<file path="config.mk">
export PLATFORM = sky130hd
export DESIGN_NAME = x4_change_capture
export DESIGN_NICKNAME = d
export VERILOG_FILES = /design/src/rtl/x4_change_capture.sv
export SDC_FILE = /design/constraint.sdc
export NUM_CORES = 1
export LEC_CHECK = 0
export ABC_CLOCK_PERIOD_IN_PS = 9100
export CAP_MARGIN = 20
export CORE_MARGIN = 3
export CORE_UTILIZATION = 61
export CTS_BUF_LIST = sky130_fd_sc_hd__clkbuf_8 sky130_fd_sc_hd__clkbuf_16
export DETAILED_ROUTE_END_ITERATION = 10
export HOLD_SLACK_MARGIN = 0.1
export PLACE_DENSITY = 0.88
export SETUP_SLACK_MARGIN = 0.2
export SLEW_MARGIN = 0
export SYNTH_ARGS = -nofsm -noshare
export SYNTH_HDL_FRONTEND = slang
export SYNTH_SLANG_ARGS = --single-unit
export TNS_END_PERCENT = 20
</file>
<file path="constraint.sdc">
create_clock -name clk -period 9.1 [get_ports clk]
set_input_delay 2.73 -clock clk [delete_from_list [all_inputs] [get_ports clk]]
set_output_delay 2.73 -clock clk [all_outputs]
set_load 0.02 [all_outputs]
</file>
<file path="src/rtl/x4_change_capture.sv">
// Change-capture stage for the x4 output vector: stores only vectors that differ
// from the previous sample, timestamps them, and queues them for a valid/ready consumer.
module x4_change_capture #(
  parameter int WIDTH = 71,
  parameter int DEPTH = 4,
  parameter int TS_W  = 16
) (
  input  logic                       clk,
  input  logic                       rst,
  input  logic                       in_valid,
  input  logic [WIDTH-1:0]           in_vec,
  input  logic                       clr_stat,
  output logic                       out_valid,
  input  logic                       out_ready,
  output logic [WIDTH-1:0]           out_vec,
  output logic [TS_W-1:0]            out_ts,
  output logic                       out_first,
  output logic [$clog2(DEPTH):0]     fifo_level,
  output logic                       overflow,
  output logic [7:0]                 drop_count
);

  localparam int AW = $clog2(DEPTH);
  localparam int LW = AW + 1;
  localparam logic [LW-1:0] FULL_LVL = LW'(DEPTH);

  logic [TS_W-1:0]  ts;
  logic [WIDTH-1:0] prev;
  logic             seen;

  logic [WIDTH-1:0] mem_vec   [DEPTH];
  logic [TS_W-1:0]  mem_ts    [DEPTH];
  logic             mem_first [DEPTH];
  logic [AW-1:0]    wr_ptr;
  logic [AW-1:0]    rd_ptr;
  logic [LW-1:0]    level;

  logic chg;
  logic full;
  logic pop;
  logic push;
  logic drop;

  // The first valid sample after reset always counts as a change.
  assign chg  = in_valid & (~seen | (in_vec != prev));
  assign full = (level == FULL_LVL);
  assign pop  = out_valid & out_ready;
  assign push = chg & (~full | pop);
  assign drop = chg & full & ~pop;

  assign out_valid  = (level != '0);
  assign out_vec    = mem_vec[rd_ptr];
  assign out_ts     = mem_ts[rd_ptr];
  assign out_first  = mem_first[rd_ptr];
  assign fifo_level = level;

  always_ff @(posedge clk) begin
    if (rst) begin
      ts   <= '0;
      prev <= '0;
      seen <= 1'b0;
    end else begin
      ts <= ts + 1'b1;
      if (in_valid) begin
        prev <= in_vec;
        seen <= 1'b1;
      end
    end
  end

  always_ff @(posedge clk) begin
    if (rst) begin
      for (int i = 0; i < DEPTH; i++) begin
        mem_vec[i]   <= '0;
        mem_ts[i]    <= '0;
        mem_first[i] <= 1'b0;
      end
      wr_ptr <= '0;
      rd_ptr <= '0;
      level  <= '0;
    end else begin
      if (push) begin
        mem_vec[wr_ptr]   <= in_vec;
        mem_ts[wr_ptr]    <= ts;
        mem_first[wr_ptr] <= ~seen;
        wr_ptr            <= wr_ptr + 1'b1;
      end
      if (pop) begin
        rd_ptr <= rd_ptr + 1'b1;
      end
      case ({push, pop})
        2'b10:   level <= level + 1'b1;
        2'b01:   level <= level - 1'b1;
        default: level <= level;
      endcase
    end
  end

  // A drop in the same cycle as clr_stat is counted after the clear.
  always_ff @(posedge clk) begin
    if (rst) begin
      overflow   <= 1'b0;
      drop_count <= '0;
    end else if (clr_stat) begin
      overflow   <= drop;
      drop_count <= drop ? 8'd1 : 8'd0;
    end else if (drop) begin
      overflow <= 1'b1;
      if (drop_count != 8'hFF) begin
        drop_count <= drop_count + 8'd1;
      end
    end
  end

endmodule

</file>
Word-level counts from Yosys, hierarchy flattened --
Memory sizes are Yosys's and may differ from the RTL's. A register that Yosys moved wholly into a read port is not among the register bits. Cells that the tools add are included.
Operators by class: $add $sub $neg 6, eq/ne operators 5, bitwise gates (word level) 10, reduce and logical (&&, ||, !) cells 8, mux-type cells 27
Operator list (count):
- 71-bit 2-to-1 mux | 1
- 71-bit != test | 1
- 71-bit OR reduction | 1
- 8-bit 2-to-1 mux | 3
- 2-bit 2-to-1 mux | 9
- 16-bit by 1-bit adder with 16-bit output, second input constant | 1
- 16-bit 2-to-1 mux | 1
- 16-bit OR reduction | 1
- 1-bit 2-to-1 mux | 12
- 8-bit by 1-bit adder with 8-bit output, second input constant | 1
- 8-bit != test, second input constant | 1
- 3-bit one-hot mux with 2 select lines | 1
- 2-bit nonzero test | 3
- 1-bit AND | 5
- 2-bit by 1-bit adder with 2-bit output, second input constant | 2
- 3-bit by 1-bit adder with 3-bit output, second input constant | 1
- 3-bit equality test, second input constant | 1
- 1-bit inverter | 3
- 3-bit nonzero test | 1
- 3-bit by 1-bit subtractor with 3-bit output, second input constant | 1
- 2-bit by 1-bit equality test with 1-bit output, second input constant | 1
- 2-bit equality test, second input constant | 1
- 1-bit OR | 2
- 2-bit AND reduction | 1
- 1-bit OR reduction | 1
Storage, ports and cells: word-level logic and storage cells 67, memory bits (writable) 352, output and inout bits 101, memories 3, bits in registers 104
Memory list:
- mem_vec | depth 4, bits a word 71, rd ports 1, clocked after Yosys merged registers in 1, wr ports 4, RTL line 31 | logic [WIDTH-1:0] mem_vec [DEPTH];
- mem_ts | depth 4, bits a word 16, rd ports 1, clocked after Yosys merged registers in 1, wr ports 4, RTL line 32 | logic [TS_W-1:0] mem_ts [DEPTH];
- mem_first | depth 4, bits a word 1, rd ports 1, clocked after Yosys merged registers in 1, wr ports 4, RTL line 33 | logic mem_first [DEPTH];

Longest topological paths before layout --
Gate-level depths: netlist of run 1.
depth in word-level cells 9, mapped depth 12, mapped depth without buffers 10

Worst setup path after synthesis of run 1 --
Ideal clock, no wire load.
path kind in2reg, start point input in_vec[13], end point register level[2], in the netlist fifo_level[2], buffers on the path 2, cell stages on the path 12, arrival 5331 ps, path slack 3646 ps, path through nor2b_1 a2111o_1 nor4_1 nand4_1 o21ai_4 buf_4 buf_2 nand2_1 fa_1 and3_1 a32oi_1 mux2_1
Between the ends: word-level cells in the longest chain between the ends 6, elaborated cells between the ends (all ways) 8, those cells by class 3 x eq/ne; 1 x mux; 3 x bitwise; 1 x reduce/logical
RTL lines:
- from (decl) | RTL line 11 | input logic [WIDTH-1:0] in_vec,
- 71-bit != test * | RTL line 45 | assign chg = in_valid & (~seen | (in_vec != prev));
- 1-bit OR * | RTL line 45
- 1-bit AND * | RTL line 45
- 1-bit AND * | RTL line 48 | assign push = chg & (~full | pop);
- 2-bit by 1-bit equality test with 1-bit output / 2-bit equality test (equally long branches) | RTL line 91 | case ({push, pop})
- 3-bit one-hot mux with 2 select lines / 2-bit nonzero test (equally long branches)
- to (signal assigned) | RTL line 92 | 2'b10: level <= level + 1'b1;
- to (signal assigned) | RTL line 93 | 2'b01: level <= level - 1'b1;
- to (signal assigned) | RTL line 94 | default: level <= level;
- to (decl) | RTL line 36 | logic [LW-1:0] level;
Mark *: on every way between the ends. The rest lies on a longest branch, timed or not. A chain may end at the register's enable or synchronous reset.

Worst setup path in the final report of run 1 --
start point input in_vec[21], end point register level[2], in the netlist fifo_level[2]
Same word-level chain as after synthesis.

==> metrics.md, run 1 <==
| Metric | Value |
|---|---|
| Most used cell, CP | `nand4_1` |
| Crit path cell chain | `clkdlybuf4s50_1 > xnor2_1 > nand4_1 > nor4_1 > nand4_1 > o21ai_4 > buf_4 > nand2_1 > fa_1 > and3_1 > a32oi_1 > mux2_1` |
| Max cap viols | `0` |
| Initial Utilization | `0.625` |
| Hold_sp | `drop_count[1]` |
| Status | `complete, no violations` |
| Clk slew on worst S/H paths | `0.06 ns` |
| Fmax | `165 MHz` |
| Setup TNS | `0 ns` |
| Slowest CP cell | `clkdlybuf4s50_1` |
| Reg2Reg Depth | `11` |
| RR Startpoint | `prev[2]` |
| Synth Area in Simple Gates | `0.157` |
| Mapped cell area | `19900 sq um` |
| Slew of the pin with the lowest slew margin | `1.15 ns` |
| Max H-tree Level | `2` |
| Worst setup EP type | `register` |
| WHS | `0.507 ns` |
| Row Count | `65` |
| Period utilisation layout | `0.668` |
| Static Leakage | `8.65 nW` |
| DR pass1 iterations | `5` |
| Via-to-Cell Ratio | `6.02` |
| Synth Area in Compound Gates | `0.0160` |
| Core Area | `31900 sq um` |
| Final Hold Vio Count | `0` |
| Max VDD drop | `170 uV` |
| Cts hold-fix bufs | `0` |
| Vias in the first global route | `12.6k` |
| Post-synthesis sequential area ratio | `0.637` |
| Post-synthesis cell type count | `54` |
| Inst Count DP | `1935` |
| Hold depth | `2` |
| Slew Limit Fails | `0` |
| Mux share of post-synthesis cell area | `0.137` |
| Max FO, Critical Path | `36` |
| Commonest non-fill, non-tap cell in the layout | `edfxtp_1` |
| Cts repair resizes | `0` |
| Yosys reg bits | `458` |
| RSZ-0062 raised after global routing | `false` |
| Most frequent cells in the layout | `352 x edfxtp_1, 339 x and2_1, 174 x clkdlybuf4s50_1` |
| Post-synth top flop | `edfxtp_1` |
| Final cell count without fillers | `2019` |
| Synthesis-to-finish area growth | `18.0%` |
| CTS tree | `built` |
| Total grt overflow | `0` |
| Worst-Skew Late Latency | `0.54 ns` |
| Crit start category | `input pin` |
| Async SR Flop Fraction | `0` |
| Post-Syn Nets | `1469` |
| Tot Pwr | `5.64 mW` |
| Die width | `187 um` |
| Share of layout cells above drive strength 1 | `0.120` |
| Worst EP arrival | `6.49 ns` |
| Num CTS Buffers | `44` |
| Global-route wire length before repair | `73000 um` |
| Final setup violation count | `0` |
| Hold WC Path Type | `register to register` |
| Iteration-0 DRC Markers | `1338` |
| Bufs on Longest Clock Path | `3` |
| Largest family of logic cells by synthesized area | `simple AND/OR/NAND/NOR gates` |
| Tot GR Track Use | `0.269` |
| Post-Synth XOR/XNOR Area | `0.0294` |
| DR vias | `12.1k` |
| PD cells | `240 nW/um^2` |
| Mapped Cells | `1390` |
| Post-synth EDFFs | `352` |
| Residual DRC | `0` |
| WP data required | `9.51 ns` |
| Rel. slew slack | `0.233` |
| Worst clock skew | `0.0114 ns` |
| Post-Synth Adder-Cell Area | `0.00226` |
| Post-CTS setup buffers | `0` |
| Clock root cell | `clkbuf_16` |
| Mean post-synth cell area | `14.3 sq um` |
| Wirelength per Cell | `23.1 um` |
| Reg2reg setup slack | `5.55 ns` |
| Crit path kind | `input pin to register` |
| Gpl congestion | `0.896` |
| Max stage delay on crit path | `0.59 ns` |
| # clock sinks | `458` |
| Crit path launch | `in_vec[21]` |
| Die height | `187 um` |
| Initial antenna violation count | `4` |
| Design area | `23500 sq um` |
| Drt total wl | `46700 um` |
| Critical R2R Capture | `fifo_level[2]` |
| Synth Warn # | `0` |
| Hpwl dp | `28200 um` |
| Post-place instance area | `22100 sq um` |
| Routed Antenna Nets | `0` |
| Largest net degree at the start of global routing | `75` |
| Count of input and output buffers | `176` |
| Hold endpoint | `drop_count[1]` |
| Tmin final | `6.08 ns` |
| Io pins | `177` |
| DIE AREA | `34900 sq um` |
| Net count reported at finish | `1625` |
routing by layer:
| layer | vias to the layer above | wire length [um] | track usage | part of all wire |
|---|---|---|---|---|
| met2 | 609 | 23200 | 0.446 | 0.50 |
| met1 | 6067 | 18400 | 0.365 | 0.39 |
| met3 | 121 | 3500 | 0.0475 | 0.075 |
| met5 | - | 13 | 0 | 0.00028 |
| met4 | 2 | 1620 | 0.0931 | 0.035 |
| li1 | 5346 | - | - | - |
cell usage after synthesis, types with 2 or more instances:
| cell | count | area, sq um |
|---|---|---|
| edfxtp_1 | 352 | 10600 |
| and2_1 | 339 | 2120 |
| dfxtp_1 | 106 | 2120 |
| nor2_1 | 103 | 387 |
| mux4_2 | 88 | 1980 |
| mux2i_1 | 72 | 721 |
| clkbuf_1 | 64 | 240 |
| xnor2_1 | 54 | 473 |
| inv_1 | 23 | 86.3 |
| nand4_1 | 19 | 119 |
| nor3_1 | 15 | 75.1 |
| nand3_1 | 14 | 70.1 |
| buf_1 | 13 | 48.8 |
| xor2_1 | 13 | 114 |
| nand2_1 | 10 | 37.5 |
| nor2b_1 | 10 | 62.6 |
| a21oi_1 | 8 | 40.0 |
| or3_1 | 8 | 50.1 |
| nor4_1 | 7 | 43.8 |
| buf_2 | 6 | 30.0 |
| nand2b_1 | 6 | 37.5 |
| o22ai_1 | 6 | 37.5 |
| o21ai_0 | 5 | 25.0 |
| a31o_2 | 4 | 35.0 |
| and3_1 | 4 | 25.0 |
| a22o_1 | 3 | 26.3 |
| nor4_2 | 3 | 37.5 |
| o21ai_1 | 3 | 15.0 |
| and4_1 | 2 | 17.5 |
| buf_4 | 2 | 15.0 |
| ha_1 | 2 | 25.0 |
| mux2_2 | 2 | 22.5 |
| o221ai_1 | 2 | 17.5 |
| or2_2 | 2 | 12.5 |
state kept, by name, indices dropped and copies added, names as in the netlist, named ones only:
register,count
mem_vec,284
prev,71
mem_ts,64
ts,16
drop_count,8
mem_first,4
fifo_level,3
rd_ptr,2
wr_ptr,2
overflow,1
seen,1
worst max-delay path: cells and delay by family:
| family | cells | cell delay, ns |
|---|---|---|
| compound gates | 2 | 0.40 |
| xor+xnor | 1 | 0.45 |
| fa+ha+maj | 1 | 0.39 |
| buf+inv | 2 | 1.02 |
| mux | 1 | 0.33 |
| simple gates | 5 | 1.16 |
power by group:
group | internal, mW | switching [mW] | total [mW]
clock network | 0.985 | 0.754 | 1.74
registers | 2.43 | 0.0939 | 2.52
logic | 0.672 | 0.711 | 1.38
how the worst max path moves through the flow:
stage / endpoint / slack (ns)
floorplan: fifo_level[2] / 3.65
global placement: fifo_level[2] / 2.73
detailed placement: fifo_level[2] / 2.66
CTS: fifo_level[2] / 3.07
global route: fifo_level[2] / 2.96
finish: fifo_level[2] / 3.02
cell type report:
cell class	count	area, sq um
sequential	458	12700
clock inverter	32	190
multi-input combinational	823	6890
clock buffer	48	1180
inverter	24	90.1
antenna	4	10.0
fill	1922	8360
tap	435	544
timing repair buffer	195	1920
metrics by stage:
| stage | setup slack, ns | util |
|---|---|---|
| after global placement | 2.73 | 0.694 |
| after detailed placement | 2.66 | 0.694 |
| after floorplan | 3.65 | - |
| final | 3.02 | 0.738 |
| after global routing | 2.96 | 0.738 |
| after CTS | 3.07 | 0.737 |
cell families after synthesis:
| family | after synthesis |
|---|---|
| adder cells (fa/ha/maj) | 3 |
| AO/OA/AOI/OAI | 44 |
| XOR/XNOR | 67 |
| AND/OR/NAND/NOR | 546 |
| flip-flops | 458 |
| buffers and inverters | 109 |
| multiplexers | 163 |
No activity file was read; power rests on OpenSTA's default activity.
==> inputs of run 2 (changes only) <==
--- a/config.mk
+++ b/config.mk
@@ -5,14 +5,14 @@
 export SDC_FILE = /design/constraint.sdc
 export NUM_CORES = 1
 export LEC_CHECK = 0
-export ABC_CLOCK_PERIOD_IN_PS = 9100
+export ABC_CLOCK_PERIOD_IN_PS = 5350
 export CAP_MARGIN = 20
 export CORE_MARGIN = 3
-export CORE_UTILIZATION = 61
+export CORE_UTILIZATION = 52
 export CTS_BUF_LIST = sky130_fd_sc_hd__clkbuf_8 sky130_fd_sc_hd__clkbuf_16
 export DETAILED_ROUTE_END_ITERATION = 10
 export HOLD_SLACK_MARGIN = 0.1
-export PLACE_DENSITY = 0.88
+export PLACE_DENSITY = 0.8
 export SETUP_SLACK_MARGIN = 0.2
 export SLEW_MARGIN = 0
 export SYNTH_ARGS = -nofsm -noshare
==> constraint.sdc (replaced) <==
create_clock -name clk -period 5.35 [get_ports clk]
set_input_delay 1.605 -clock clk [delete_from_list [all_inputs] [get_ports clk]]
set_output_delay 1.605 -clock clk [all_outputs]
set_load 0.02 [all_outputs]
==> run 2 against run 1 <==
Compared with the run above:
- sequential cell count unchanged
- worst hold slack got worse by 0.0084 ns
- sequential share of layout area decreased by 1.2 points
- via count fell by 0.40%
- critical path depth stayed put
- sequential power up 71%
- clock power increased by 84%
- cell area is 2.3% higher
- register-to-register slack got worse by 3.5 ns
- final cell count is 4.9% higher
- critical path type unchanged
==> metrics.md, run 2 (synthesis gave the netlist of run 1 again) <==
| Metric | Value |
|---|---|
| Via-to-Cell Ratio | `5.71` |
| Max VDD drop | `218 uV` |
| Total grt overflow | `0` |
| Net count reported at finish | `1646` |
| Final Hold Vio Count | `0` |
| Critical R2R Capture | `mem_vec[0][16]` |
| Largest net degree at the start of global routing | `81` |
| Fmax | `220 MHz` |
| Commonest non-fill, non-tap cell in the layout | `edfxtp_1` |
| WHS | `0.498 ns` |
| Worst setup EP type | `register` |
| Top flop regs | `mem_vec: 284 flops, prev: 71 flops, mem_ts: 64 flops` |
| Max reg flops | `284` |
| Max FO, Critical Path | `80` |
| DR vias | `12.1k` |
| Global-route wire length before repair | `75500 um` |
| Io pins | `177` |
| Setup TNS | `0 ns` |
| Crit path kind | `input pin to register` |
| RSZ-0062 raised after global routing | `false` |
| Worst-Skew Late Latency | `0.56 ns` |
| Fillers | `2649` |
| WP data required | `5.65 ns` |
| Hold endpoint | `prev[44]` |
| Clock root cell | `clkbuf_16` |
| # clock sinks | `458` |
| Cts repair resizes | `0` |
| Die height | `202 um` |
| Share of layout cells above drive strength 1 | `0.133` |
| Hpwl dp | `30500 um` |
| Biggest register | `mem_vec` |
| CTS tree | `built` |
| Count of input and output buffers | `176` |
| Initial antenna violation count | `7` |
| Max cap viols | `0` |
| Crit start category | `input pin` |
| Storage element area | `12700 sq um` |
| Hold_sp | `prev[44]` |
| Worst EP arrival | `4.84 ns` |
| Reg2reg setup slack | `2.05 ns` |
| PD cells | `412 nW/um^2` |
| Residual DRC | `0` |
| Max H-tree Level | `2` |
| Static Leakage | `8.85 nW` |
| Cts hold-fix bufs | `0` |
| Final setup violation count | `0` |
| Reg2Reg Depth | `11` |
| Vias in the first global route | `12.5k` |
| Most frequent cells in the layout | `352 x edfxtp_1, 339 x and2_1, 174 x clkdlybuf4s50_1` |
| Hold WC Path Type | `register to register` |
| Routed Antenna Nets | `0` |
| Hold depth | `2` |
| Tmin final | `4.55 ns` |
| Tot Pwr | `9.92 mW` |
| Period utilisation layout | `0.850` |
| Clk slew on worst S/H paths | `0.06 ns` |
| Gpl congestion | `0.854` |
| Slew of the pin with the lowest slew margin | `1.05 ns` |
| Slew Limit Fails | `0` |
| Initial Utilization | `0.528` |
| RR Startpoint | `prev[69]` |
| Status | `complete, no violations` |
| Num CTS Buffers | `46` |
| Drt total wl | `48200 um` |
| DIE AREA | `40700 sq um` |
| Row Count | `71` |
| Crit path launch | `in_vec[69]` |
| Rel. slew slack | `0.301` |
| Synthesis-to-finish area growth | `20.7%` |
| Die width | `202 um` |
| Iteration-0 DRC Markers | `1209` |
| Worst clock skew | `0.0235 ns` |
| DR pass1 iterations | `5` |
| Area of the multi-input gates | `6890 sq um` |
| Wirelength per Cell | `22.8 um` |
| Core Area | `37800 sq um` |
| Bufs on Longest Clock Path | `3` |
| Post-CTS setup buffers | `0` |
| Tot GR Track Use | `0.240` |
-- run 2: routing by layer --
metal / track usage / up-vias / part of all wire
met2: 0.389 / 500 / 0.49
li1: - / 5391 / -
met3: 0.0504 / 89 / 0.079
met1: 0.330 / 6109 / 0.41
met5: 0 / - / 0.00093
met4: 0.0795 / 8 / 0.029
-- run 2: power by group --
part           switching (mW)  leakage (nW)  internal, mW
clock                    1.32         0.792          1.89
sequential              0.199          4.56          4.13
combinational            1.20          3.50          1.19
total                    2.72          8.85          7.21
-- run 2: worst max path at each step --
stage / end / slack [ns] / cells after the start
6_report: mem_vec[0][16] / 0.80 / 12
5_1_grt: out_vec[41] / 0.70 / 3
4_1_cts: out_vec[41] / 0.79 / 3
3_5_place_dp: fifo_level[2] / 0.36 / 12
3_3_place_gp: fifo_level[2] / 0.54 / 12
2_1_floorplan: fifo_level[2] / 1.02 / 12
-- run 2: critical path, cell delays in order --
cell and delay, ns:
clkdlybuf4s50_1 0.49, xnor2_1 0.46, nand4_1 0.17, nor4_1 0.33, buf_4 0.18, nand4_1 0.19
o21ai_4 0.26, buf_12 0.19, buf_4 0.24, nor4_4 0.10, buf_12 0.20, and2_1 0.28
-- run 2: layout make-up --
cell class	count	area share
multi-input combinational	823	0.286
clock buffer	51	0.0512
sequential	458	0.528
inverter	24	0.00374
timing repair buffer	214	0.0926
tap	511	0.0266
antenna	3	0.000312
clock inverter	34	0.0119
-- run 2: per-stage QoR --
stage	worst slack (ns)	util	instance area, sq um	std cells
after floorplan	1.02	-	19900	1390
after global placement	0.542	0.597	22500	2030
after detailed placement	0.364	0.597	22500	2030
after CTS	0.787	0.637	24100	2115
after global routing	0.702	0.637	24100	2117
final	0.804	0.638	24100	2118
